### config.mk
export PLATFORM = sky130hd
export DESIGN_NAME = clk_step_ctrl_flat
export DESIGN_NICKNAME = d
export VERILOG_FILES = /design/src/rtl/clk_step_ctrl_pkg.sv /design/src/rtl/clk_step_ctrl_if.sv /design/src/rtl/clk_tick_div.sv /design/src/rtl/clk_step_ctrl.sv /design/src/flat_wrapper.sv
export SDC_FILE = /design/constraint.sdc
export NUM_CORES = 1
export LEC_CHECK = 0
export CAP_MARGIN = 20
export CORE_MARGIN = 2
export CORE_UTILIZATION = 35
export DETAILED_ROUTE_END_ITERATION = 8
export GPL_TIMING_DRIVEN = 0
export PLACE_DENSITY_LB_ADDON = 0.1
export SLEW_MARGIN = 20
export SYNTH_ARGS = -nofsm -noshare
export SYNTH_HDL_FRONTEND = slang
export SYNTH_SLANG_ARGS = --single-unit
### constraint.sdc
create_clock -name clkin -period 8 [get_ports clkin]
set_clock_uncertainty 0.05 [all_clocks]
set_input_delay 1.2 -clock clkin [delete_from_list [all_inputs] [get_ports clkin]]
set_output_delay 1.2 -clock clkin [all_outputs]
set_load 0.03 [all_outputs]
### src/rtl/clk_step_ctrl_pkg.sv
// Shared types for the FakeCPU run/halt/step clock controller.
// Holds the controller state encoding used by the top-level FSM.
package clk_step_ctrl_pkg;

    typedef enum logic [1:0] {
        ST_HALT = 2'd0,
        ST_RUN  = 2'd1,
        ST_STEP = 2'd2
    } state_t;

endpackage

### src/rtl/clk_step_ctrl_if.sv
// Control/status bundle between the button/debug side and clk_step_ctrl.
// master: drives requests, step count, breakpoint and pc; slave: the controller.
interface clk_step_ctrl_if #(
    parameter int AW = 16,
    parameter int CW = 8
);
    logic          run_req;
    logic          halt_req;
    logic          step_req;
    logic [CW-1:0] step_cnt;
    logic          bp_en;
    logic [AW-1:0] bp_addr;
    logic [AW-1:0] pc;
    logic          cpu_ce;
    logic          running;
    logic          halted;
    logic          bp_hit;
    logic [31:0]   cyc_count;

    modport master (
        output run_req, halt_req, step_req, step_cnt,
        output bp_en, bp_addr, pc,
        input  cpu_ce, running, halted, bp_hit, cyc_count
    );

    modport slave (
        input  run_req, halt_req, step_req, step_cnt,
        input  bp_en, bp_addr, pc,
        output cpu_ce, running, halted, bp_hit, cyc_count
    );
endinterface

### src/rtl/clk_tick_div.sv
// Free-running clkin divider producing a terminal-count tick every TICK_DIV cycles.
// Ports: clkin, rst (sync, active-low), en, clr -> tick (comb, div==TICK_DIV-1 && en).
module clk_tick_div #(
    parameter int TICK_DIV = 50000
) (
    input  logic clkin,
    input  logic rst,
    input  logic en,
    input  logic clr,
    output logic tick
);
    localparam int DW = (TICK_DIV > 2) ? $clog2(TICK_DIV) : 1;
    localparam logic [DW-1:0] LAST = DW'(TICK_DIV - 1);

    logic [DW-1:0] div;

    assign tick = en && (div == LAST);

    // Counter sits at zero whenever disabled so every run/step starts on a fresh phase.
    always_ff @(posedge clkin) begin
        if (!rst) begin
            div <= '0;
        end else if (clr || !en || tick) begin
            div <= '0;
        end else begin
            div <= div + 1'b1;
        end
    end
endmodule

### src/rtl/clk_step_ctrl.sv
// Run/halt/single-step/breakpoint controller gating a divided CPU clock-enable.
// Ports: clkin, rst (sync, active-low), bus (slave: requests in, cpu_ce/status out).
module clk_step_ctrl
    import clk_step_ctrl_pkg::*;
#(
    parameter int TICK_DIV = 50000,
    parameter int AW       = 16,
    parameter int CW       = 8
) (
    input  logic            clkin,
    input  logic            rst,
    clk_step_ctrl_if.slave  bus
);
    state_t        state, state_n;
    logic [CW-1:0] remaining, rem_n;
    logic          skip_bp, skip_n;
    logic          hit_n, ce_n;
    logic          run_q, halt_q, step_q;
    logic          rise_run, rise_halt, rise_step;
    logic          tick, clr;
    logic          bp_match;

    assign rise_run  = bus.run_req  & ~run_q;
    assign rise_halt = bus.halt_req & ~halt_q;
    assign rise_step = bus.step_req & ~step_q;

    assign bp_match = bus.bp_en && (AW'(bus.pc) == AW'(bus.bp_addr));

    clk_tick_div #(
        .TICK_DIV (TICK_DIV)
    ) u_div (
        .clkin (clkin),
        .rst   (rst),
        .en    (state != ST_HALT),
        .clr   (clr),
        .tick  (tick)
    );

    always_comb begin
        state_n = state;
        rem_n   = remaining;
        skip_n  = skip_bp;
        hit_n   = bus.bp_hit;
        ce_n    = 1'b0;
        clr     = 1'b0;
        unique case (state)
            ST_HALT: begin
                if (!rise_halt && (rise_step || rise_run)) begin
                    state_n = rise_step ? ST_STEP : ST_RUN;
                    clr     = 1'b1;
                    skip_n  = 1'b1;
                    hit_n   = 1'b0;
                    if (rise_step) begin
                        rem_n = (bus.step_cnt == '0) ? CW'(1) : CW'(bus.step_cnt);
                    end
                end
            end
            ST_RUN: begin
                if (rise_halt) begin
                    state_n = ST_HALT;
                    clr     = 1'b1;
                end else if (tick) begin
                    skip_n = 1'b0;
                    if (bp_match && !skip_bp) begin
                        state_n = ST_HALT;
                        hit_n   = 1'b1;
                    end else begin
                        ce_n = 1'b1;
                    end
                end
            end
            ST_STEP: begin
                if (rise_halt) begin
                    state_n = ST_HALT;
                    clr     = 1'b1;
                end else begin
                    // A run edge converts the step into free-run without disturbing phase.
                    if (rise_run) begin
                        state_n = ST_RUN;
                    end
                    if (tick) begin
                        skip_n = 1'b0;
                        ce_n   = 1'b1;
                        rem_n  = remaining - 1'b1;
                        if (remaining == CW'(1) && !rise_run) begin
                            state_n = ST_HALT;
                        end
                    end
                end
            end
            default: begin
                state_n = ST_HALT;
            end
        endcase
    end

    always_ff @(posedge clkin) begin
        if (!rst) begin
            state         <= ST_HALT;
            remaining     <= '0;
            skip_bp       <= 1'b0;
            run_q         <= 1'b1;
            halt_q        <= 1'b1;
            step_q        <= 1'b1;
            bus.cpu_ce    <= 1'b0;
            bus.running   <= 1'b0;
            bus.halted    <= 1'b1;
            bus.bp_hit    <= 1'b0;
            bus.cyc_count <= '0;
        end else begin
            state         <= state_n;
            remaining     <= rem_n;
            skip_bp       <= skip_n;
            run_q         <= bus.run_req;
            halt_q        <= bus.halt_req;
            step_q        <= bus.step_req;
            bus.cpu_ce    <= ce_n;
            bus.running   <= (state_n != ST_HALT);
            bus.halted    <= (state_n == ST_HALT);
            bus.bp_hit    <= hit_n;
            if (ce_n) begin
                bus.cyc_count <= bus.cyc_count + 32'd1;
            end
        end
    end
endmodule
### src/flat_wrapper.sv
// flat-port wrapper written by rule: the top's interface ports become plain ports
module clk_step_ctrl_flat import clk_step_ctrl_pkg::*;
#(
    parameter int TICK_DIV = 50000,
    parameter int AW       = 16,
    parameter int CW       = 8
)
  (clkin, rst, bus_run_req, bus_halt_req, bus_step_req, bus_step_cnt, bus_bp_en, bus_bp_addr, bus_pc, bus_cpu_ce, bus_running, bus_halted, bus_bp_hit, bus_cyc_count);
  clk_step_ctrl_if #(.AW(AW), .CW(CW)) bus_i ();
  input  logic clkin;
  input  logic rst;
  input wire logic [$bits(bus_i.run_req)-1:0] bus_run_req;
  input wire logic [$bits(bus_i.halt_req)-1:0] bus_halt_req;
  input wire logic [$bits(bus_i.step_req)-1:0] bus_step_req;
  input wire logic [$bits(bus_i.step_cnt)-1:0] bus_step_cnt;
  input wire logic [$bits(bus_i.bp_en)-1:0] bus_bp_en;
  input wire logic [$bits(bus_i.bp_addr)-1:0] bus_bp_addr;
  input wire logic [$bits(bus_i.pc)-1:0] bus_pc;
  output wire logic [$bits(bus_i.cpu_ce)-1:0] bus_cpu_ce;
  output wire logic [$bits(bus_i.running)-1:0] bus_running;
  output wire logic [$bits(bus_i.halted)-1:0] bus_halted;
  output wire logic [$bits(bus_i.bp_hit)-1:0] bus_bp_hit;
  output wire logic [$bits(bus_i.cyc_count)-1:0] bus_cyc_count;
  assign bus_i.run_req = bus_run_req;
  assign bus_i.halt_req = bus_halt_req;
  assign bus_i.step_req = bus_step_req;
  assign bus_i.step_cnt = bus_step_cnt;
  assign bus_i.bp_en = bus_bp_en;
  assign bus_i.bp_addr = bus_bp_addr;
  assign bus_i.pc = bus_pc;
  assign bus_cpu_ce = bus_i.cpu_ce;
  assign bus_running = bus_i.running;
  assign bus_halted = bus_i.halted;
  assign bus_bp_hit = bus_i.bp_hit;
  assign bus_cyc_count = bus_i.cyc_count;
  clk_step_ctrl #(.TICK_DIV(TICK_DIV), .AW(AW), .CW(CW)) u_core (.clkin(clkin), .rst(rst), .bus(bus_i));
endmodule
==> run metrics, run 1 <==
outcome finished clean; first-pass GRT wire length 15.6 mm; post-placement cell area 0.00449 mm2; die area 0.0109 mm2; # diodes 0; Worst Path Arrival 4.34 ns; Clock Sinks 66; antenna viol nets, final 0; Comb power frac 9.9%; fin crit share 51.5%; Via density 5.30; area of the multi-input gates 0.00203 mm2; crit path buf inv count 3; critical path data required time 8.22 ns; final setup violation count 0; Seq pwr share 51.9%; worst-skew pair later-pin latency 0.34 ns; YS warnings 0; core footprint 0.00977 mm2; power per cell area 138 mW/mm2; clock power share 38.2%; unrepaired setup endpoints after global routing no; Worst IR Drop VDD 0.0000765 V; Routability Congestion 0.778; final hold violation count 0; asr flop ratio synth 0%; Initial DRC Count 133; synth top area cells dfxtp_1, a21oi_1, xor2_1; die width 104 um; Syn Inst Count 424; DRC Markers 0; clk slew on worst S/H paths 0.07 ns; row cnt 36; Hold Startpoint u_core.u_div.div[0]$_SDFF_PP0_; crit path max-delay cell type o311ai_2; vias in the first global route 3247; # fillers 1005; Startpoint Class primary input; total CTS buffers 9; Mapped Avg Cell Area 8.28 um2; worst rel slew slack 37.3%; Max clock buf depth 2; Yosys top cell by area dfxtp_1; P_leak 1.48 nW; r2r startpoint u_core.state[0]$_SDFF_PN0_; vias 3458; worst-path cell chain clkdlybuf4s50_1, xor2_1, nor4_1, nand4b_1, o311ai_2, buf_2, clkbuf_1, o21ai_0, a21oi_1; Synth Cell Area 0.00351 mm2; initial antenna violation count 0; I/O pin count 82; WL final 9.16 mm; Port Buffers 81; Largest delay share family, worst path buffers and inverters; Max Fanout on Critical Path 10; critical path type primary input to flip-flop; area delta synth->final 32.6%; Initial Util 35.9%; FMAX 243 MHz; CTS tree done; min cycle time layout 4.12 ns; drt pass-1 iters 4; Overflow after GRT 0; Crit. End Element flip-flop; fin area 0.00466 mm2; largest net degree at the start of global routing 12; Setup crit start bus_bp_addr[15]; hold buffers post-CTS 0; final setup TNS 0 ns; fin. max-slew vios 0; post-CTS setup buffer count 0; number of synthesized flops with an enable pin 0; Cells after DPL 638; Clock Root Buffer clkbuf_8; max-cap violation count 0; prevailing post-synth register cell dfxtp_1; CP peak stage delay 0.76 ns; fin nets 570; Worst-Margin Slew 0.935 ns; Reg area 0.00132 mm2; #FFs+latches synth 66; die height 104 um; non-filler cells, final 653; H-tree levels 3; synth unique cells 49; synthesized net count 478; share of post-route cells with drive strength above 1 5.00%; Sw Ratio 24.9%; mean routed wirelength per cell 14.0 um; Int Power 0.000484 W; Seq/Total Area, Yosys 37.6%; commonest cells after routing, fill and taps aside clkdlybuf4s50_1, dfxtp_1, nor2_1, a21oi_1, nand2_1; gr usage total 17.2%; top cell type's share of synthesized area 37.6%; DP HPWL 6.90 mm; min-delay worst type flip-flop to flip-flop; most common cell after layout, fill and taps aside clkdlybuf4s50_1; Post-CTS Resized 0; Switching Power 0.000160 W
cell usage after synthesis, types with 10 or more instances:
cell type,number
dfxtp_1,66
nor2_1,44
a21oi_1,39
nand2_1,25
xor2_1,22
nand3_1,21
o21ai_0,20
or4_1,18
clkbuf_1,16
inv_1,16
o31ai_1,16
or3_1,10
xnor2_1,10
layout make-up:
type | count | area share [%]
Buffer | 20 | 2.12
Multi-Input combinational cell | 322 | 43.6
Timing Repair Buffer | 81 | 17.4
Clock buffer | 10 | 2.95
Sequential cell | 66 | 28.4
Clock inverter | 5 | 0.672
Inverter | 16 | 1.29
Tap cell | 133 | 3.57
power groups by stage:
stage	clock network (W)	logic, W	registers [W]
global route	0.000268	0.0000705	0.000335
finish	0.000246	0.0000636	0.000335
global placement	0	0.0000629	0.000342
detailed placement	0	0.0000635	0.000342
CTS	0.000256	0.0000638	0.000334
floorplan	0	0.0000295	0.000342
layer usage:
metal	vias to the layer above	GRT usage, %	routed length (um)
met2	80	29.9	4490
met4	0	5.21	121
met3	12	3.07	383
met5	-	0	0
met1	1627	21.7	4160
li1	1739	-	-
sequential cells by signal, summed over array words and instances, names as in the netlist:
signal / flops
u_core.bus.cyc_count: 32
u_core.halt_q: 1
u_core.skip_bp: 1
u_core.u_div.div: 16
u_core.bus.cpu_ce: 1
u_core.state: 2
u_core.remaining: 8
u_core.bus.halted: 1
u_core.bus.running: 1
u_core.bus.bp_hit: 1
u_core.step_q: 1
u_core.run_q: 1
cell families after synthesis:
kind of cell / count (synthesis) / share of synthesized area (%)
and+or+nand+nor: 178 / 27.7
buffers and inverters: 36 / 4.52
xor gates and xnor gates: 32 / 7.98
muxes: 5 / 1.43
adders and majority gates: 8 / 2.85
AOI/OAI and AO/OA: 99 / 17.9
DFF: 66 / 37.6
final timing paths:
path                                                              end  cells past startpoint  slack [ns]
worst min-delay path                   u_core.u_div.div[0]$_SDFF_PP0_                      1        0.40
worst min register to register         u_core.u_div.div[0]$_SDFF_PP0_                      1        0.40
worst max-delay path            u_core.bus.cyc_count[17]$_SDFFE_PN0P_                      9        3.88
worst max register to register  u_core.bus.cyc_count[29]$_SDFFE_PN0P_                     12        4.29
through the flow:
stage	hold WS (ns)	utilization, %	setup WS, ns	power [W]
finish	0.404	47.7	3.88	0.000645
global route	0.447	47.7	3.54	0.000673
CTS	0.409	47.7	3.81	0.000654
detailed placement	0.392	45.9	3.45	0.000406
global placement	0.383	45.9	3.47	0.000405
floorplan	0.368	-	4.76	0.000372
worst register-to-register path: stages, from the launching register on:
cell,delay [ns]
dfxtp_1,0.44
inv_1,0.09
ha_1,0.21
buf_6,0.14
or4b_4,0.48
or4_4,0.52
buf_6,0.15
nor3_4,0.25
o311ai_2,0.29
buf_2,0.28
clkbuf_1,0.27
o31ai_1,0.31
a21oi_1,0.09
(Power assumes the default switching activity.)
==> run 2: changes to the inputs <==
==> constraint.sdc (replaced) <==
create_clock -name clkin -period 4.07 [get_ports clkin]
set_clock_uncertainty 0.05 [all_clocks]
set_input_delay 0.6105 -clock clkin [delete_from_list [all_inputs] [get_ports clkin]]
set_output_delay 0.6105 -clock clkin [all_outputs]
set_load 0.03 [all_outputs]
==> results of run 2 <==
Same layout as run 1 (identical final DEF). Status: finished clean.
Among the figures that moved: setup slack after placement 3.45 ns -> 0.112 ns; setup slack after layout 3.88 ns -> 0.358 ns; start point of the critical path bus_bp_addr[15] -> u_core.state[0]$_SDFF_PN0_; end point of the critical path u_core.bus.cyc_count[17]$_SDFFE_PN0P_ -> u_core.bus.cyc_count[29]$_SDFFE_PN0P_; register-to-register setup slack 4.29 ns -> 0.36 ns; total power 0.000645 W -> 0.00127 W; worst IR drop on VDD 0.0000765 V -> 0.000150 V
==> run 3: changes to the inputs <==
--- a/config.mk
+++ b/config.mk
@@ -6,7 +6,8 @@
 export NUM_CORES = 1
 export LEC_CHECK = 0
 export CAP_MARGIN = 20
-export CORE_MARGIN = 2
+export CORE_ASPECT_RATIO = 1.25
+export CORE_MARGIN = 5
 export CORE_UTILIZATION = 35
 export DETAILED_ROUTE_END_ITERATION = 8
 export GPL_TIMING_DRIVEN = 0
==> run 3 against run 2 <==
Design area is 2.1% higher. Combinational power hardly changed. Maximum frequency is 0.45% lower. Count of clock-buffer cells in the layout is 3 higher. Critical path depth stayed put. Sequential share of layout area is 0.59 points lower. Critical endpoint is now u_core.bus.cyc_count[27]$_SDFFE_PN0P_.
==> run metrics, run 3 (synthesis gave the netlist of run 1 again) <==
outcome finished clean; # diodes 0; Hold Startpoint u_core.u_div.div[0]$_SDFF_PP0_; core footprint 0.00995 mm2; Clock Sinks 66; Regs by FF count u_core.bus.cyc_count x32, u_core.u_div.div x16, u_core.remaining x8; largest net degree at the start of global routing 11; Largest delay share family, worst path simple AND/OR/NAND/NOR gates; drt pass-1 iters 4; non-filler cells, final 649; first-pass GRT wire length 15.5 mm; DRC Markers 0; Worst-Margin Slew 0.911 ns; mean routed wirelength per cell 14.3 um; final hold violation count 0; most common cell after layout, fill and taps aside clkdlybuf4s50_1; Startpoint Class flip-flop; clk slew on worst S/H paths 0.05 ns; Routability Congestion 0.807; reg2reg path depth 12; commonest cells after routing, fill and taps aside clkdlybuf4s50_1, dfxtp_1, nor2_1, a21oi_1, nand2_1; antenna viol nets, final 0; area delta synth->final 35.4%; Post-CTS Resized 0; die width 99.6 um; worst-path cell chain inv_1, ha_1, buf_6, or4b_4, or4_4, buf_6, nor3_4, o311ai_2, buf_2, clkbuf_1, o31ai_1, a21oi_1; hold buffers post-CTS 0; min cycle time layout 3.73 ns; unrepaired setup endpoints after global routing no; die height 122 um; Max Fanout on Critical Path 10; fin nets 570; Worst Path Arrival 3.86 ns; total CTS buffers 9; fin. max-slew vios 0; power per cell area 313 mW/mm2; Setup crit start u_core.state[0]$_SDFF_PN0_; share of post-route cells with drive strength above 1 4.62%; final setup violation count 0; fin crit share 91.6%; final setup TNS 0 ns; FMAX 268 MHz; vias in the first global route 3267; power consumption 0.00149 W; largest register by flop count u_core.bus.cyc_count; Max clock buf depth 2; crit path buf inv count 5; CP peak stage delay 0.52 ns; Initial DRC Count 138; WL final 9.26 mm; Clock Root Buffer clkbuf_16; worst-skew pair later-pin latency 0.32 ns; Via density 5.24; crit path max-delay cell type or4_4; Largest register FFs 32; Cells after DPL 634; min-delay worst type flip-flop to flip-flop; Worst IR Drop VDD 0.000204 V; Port Buffers 81; Initial Util 35.3%; I/O pin count 82; Overflow after GRT 0; # fillers 990; setup slack, reg-to-reg 0.34 ns; Hold Path Depth 1; worst setup margin 0.341 ns; critical path data required time 4.21 ns; dpl ws 0.0748 ns; Critical Path Stages 12; die area 0.0122 mm2; critical path type flip-flop to flip-flop; cell mode on critical path buf_6; worst rel slew slack 38.9%; row cnt 41; Crit. End Element flip-flop; H-tree levels 3; P_leak 1.52 nW; CTS tree done; r2r startpoint u_core.state[0]$_SDFF_PN0_; initial antenna violation count 0; max-cap violation count 0; gr usage total 15.8%; post-CTS setup buffer count 0; DP HPWL 7.12 mm; vias 3402
run 3: final timing paths:
check / endpoint
min reg2reg: u_core.u_div.div[0]$_SDFF_PP0_
max reg2reg: u_core.bus.cyc_count[27]$_SDFFE_PN0P_
max: u_core.bus.cyc_count[27]$_SDFFE_PN0P_
min: u_core.u_div.div[0]$_SDFF_PP0_
run 3: area by class of cell:
class / instances / area (um2) / area share, %
multi-input cells: 322 / 2030 / 42.7
clock buffers: 13 / 260 / 5.47
clock inverters: 2 / 12.5 / 0.263
flip-flops and latches: 66 / 1320 / 27.8
well taps: 129 / 161 / 3.39
inverters: 16 / 60.1 / 1.26
repair buffers: 81 / 811 / 17.0
plain buffers: 20 / 98.8 / 2.08
run 3: metal layers:
metal	track usage [%]	up-vias	routed length [um]
met1	19.3	1593	4120
li1	-	1746	-
met5	0	-	0
met4	5.47	0	110
met3	3.21	8	374
met2	27.4	55	4660
run 3: stage by stage:
| stage | hold WS (ns) | cell area, um2 | utilization, % |
|---|---|---|---|
| 2_1_floorplan | 0.368 | 3510 | - |
| 3_3_place_gp | 0.380 | 4480 | 45.1 |
| 3_5_place_dp | 0.389 | 4480 | 45.1 |
| 6_report | 0.396 | 4760 | 47.8 |
| 4_1_cts | 0.398 | 4760 | 47.8 |
| 5_1_grt | 0.430 | 4760 | 47.8 |
run 3: where the power goes:
group	internal, W	total [W]	switching (W)
logic	0.0000676	0.000124	0.0000560
clock network	0.000441	0.000709	0.000267
registers	0.000654	0.000659	0.00000515
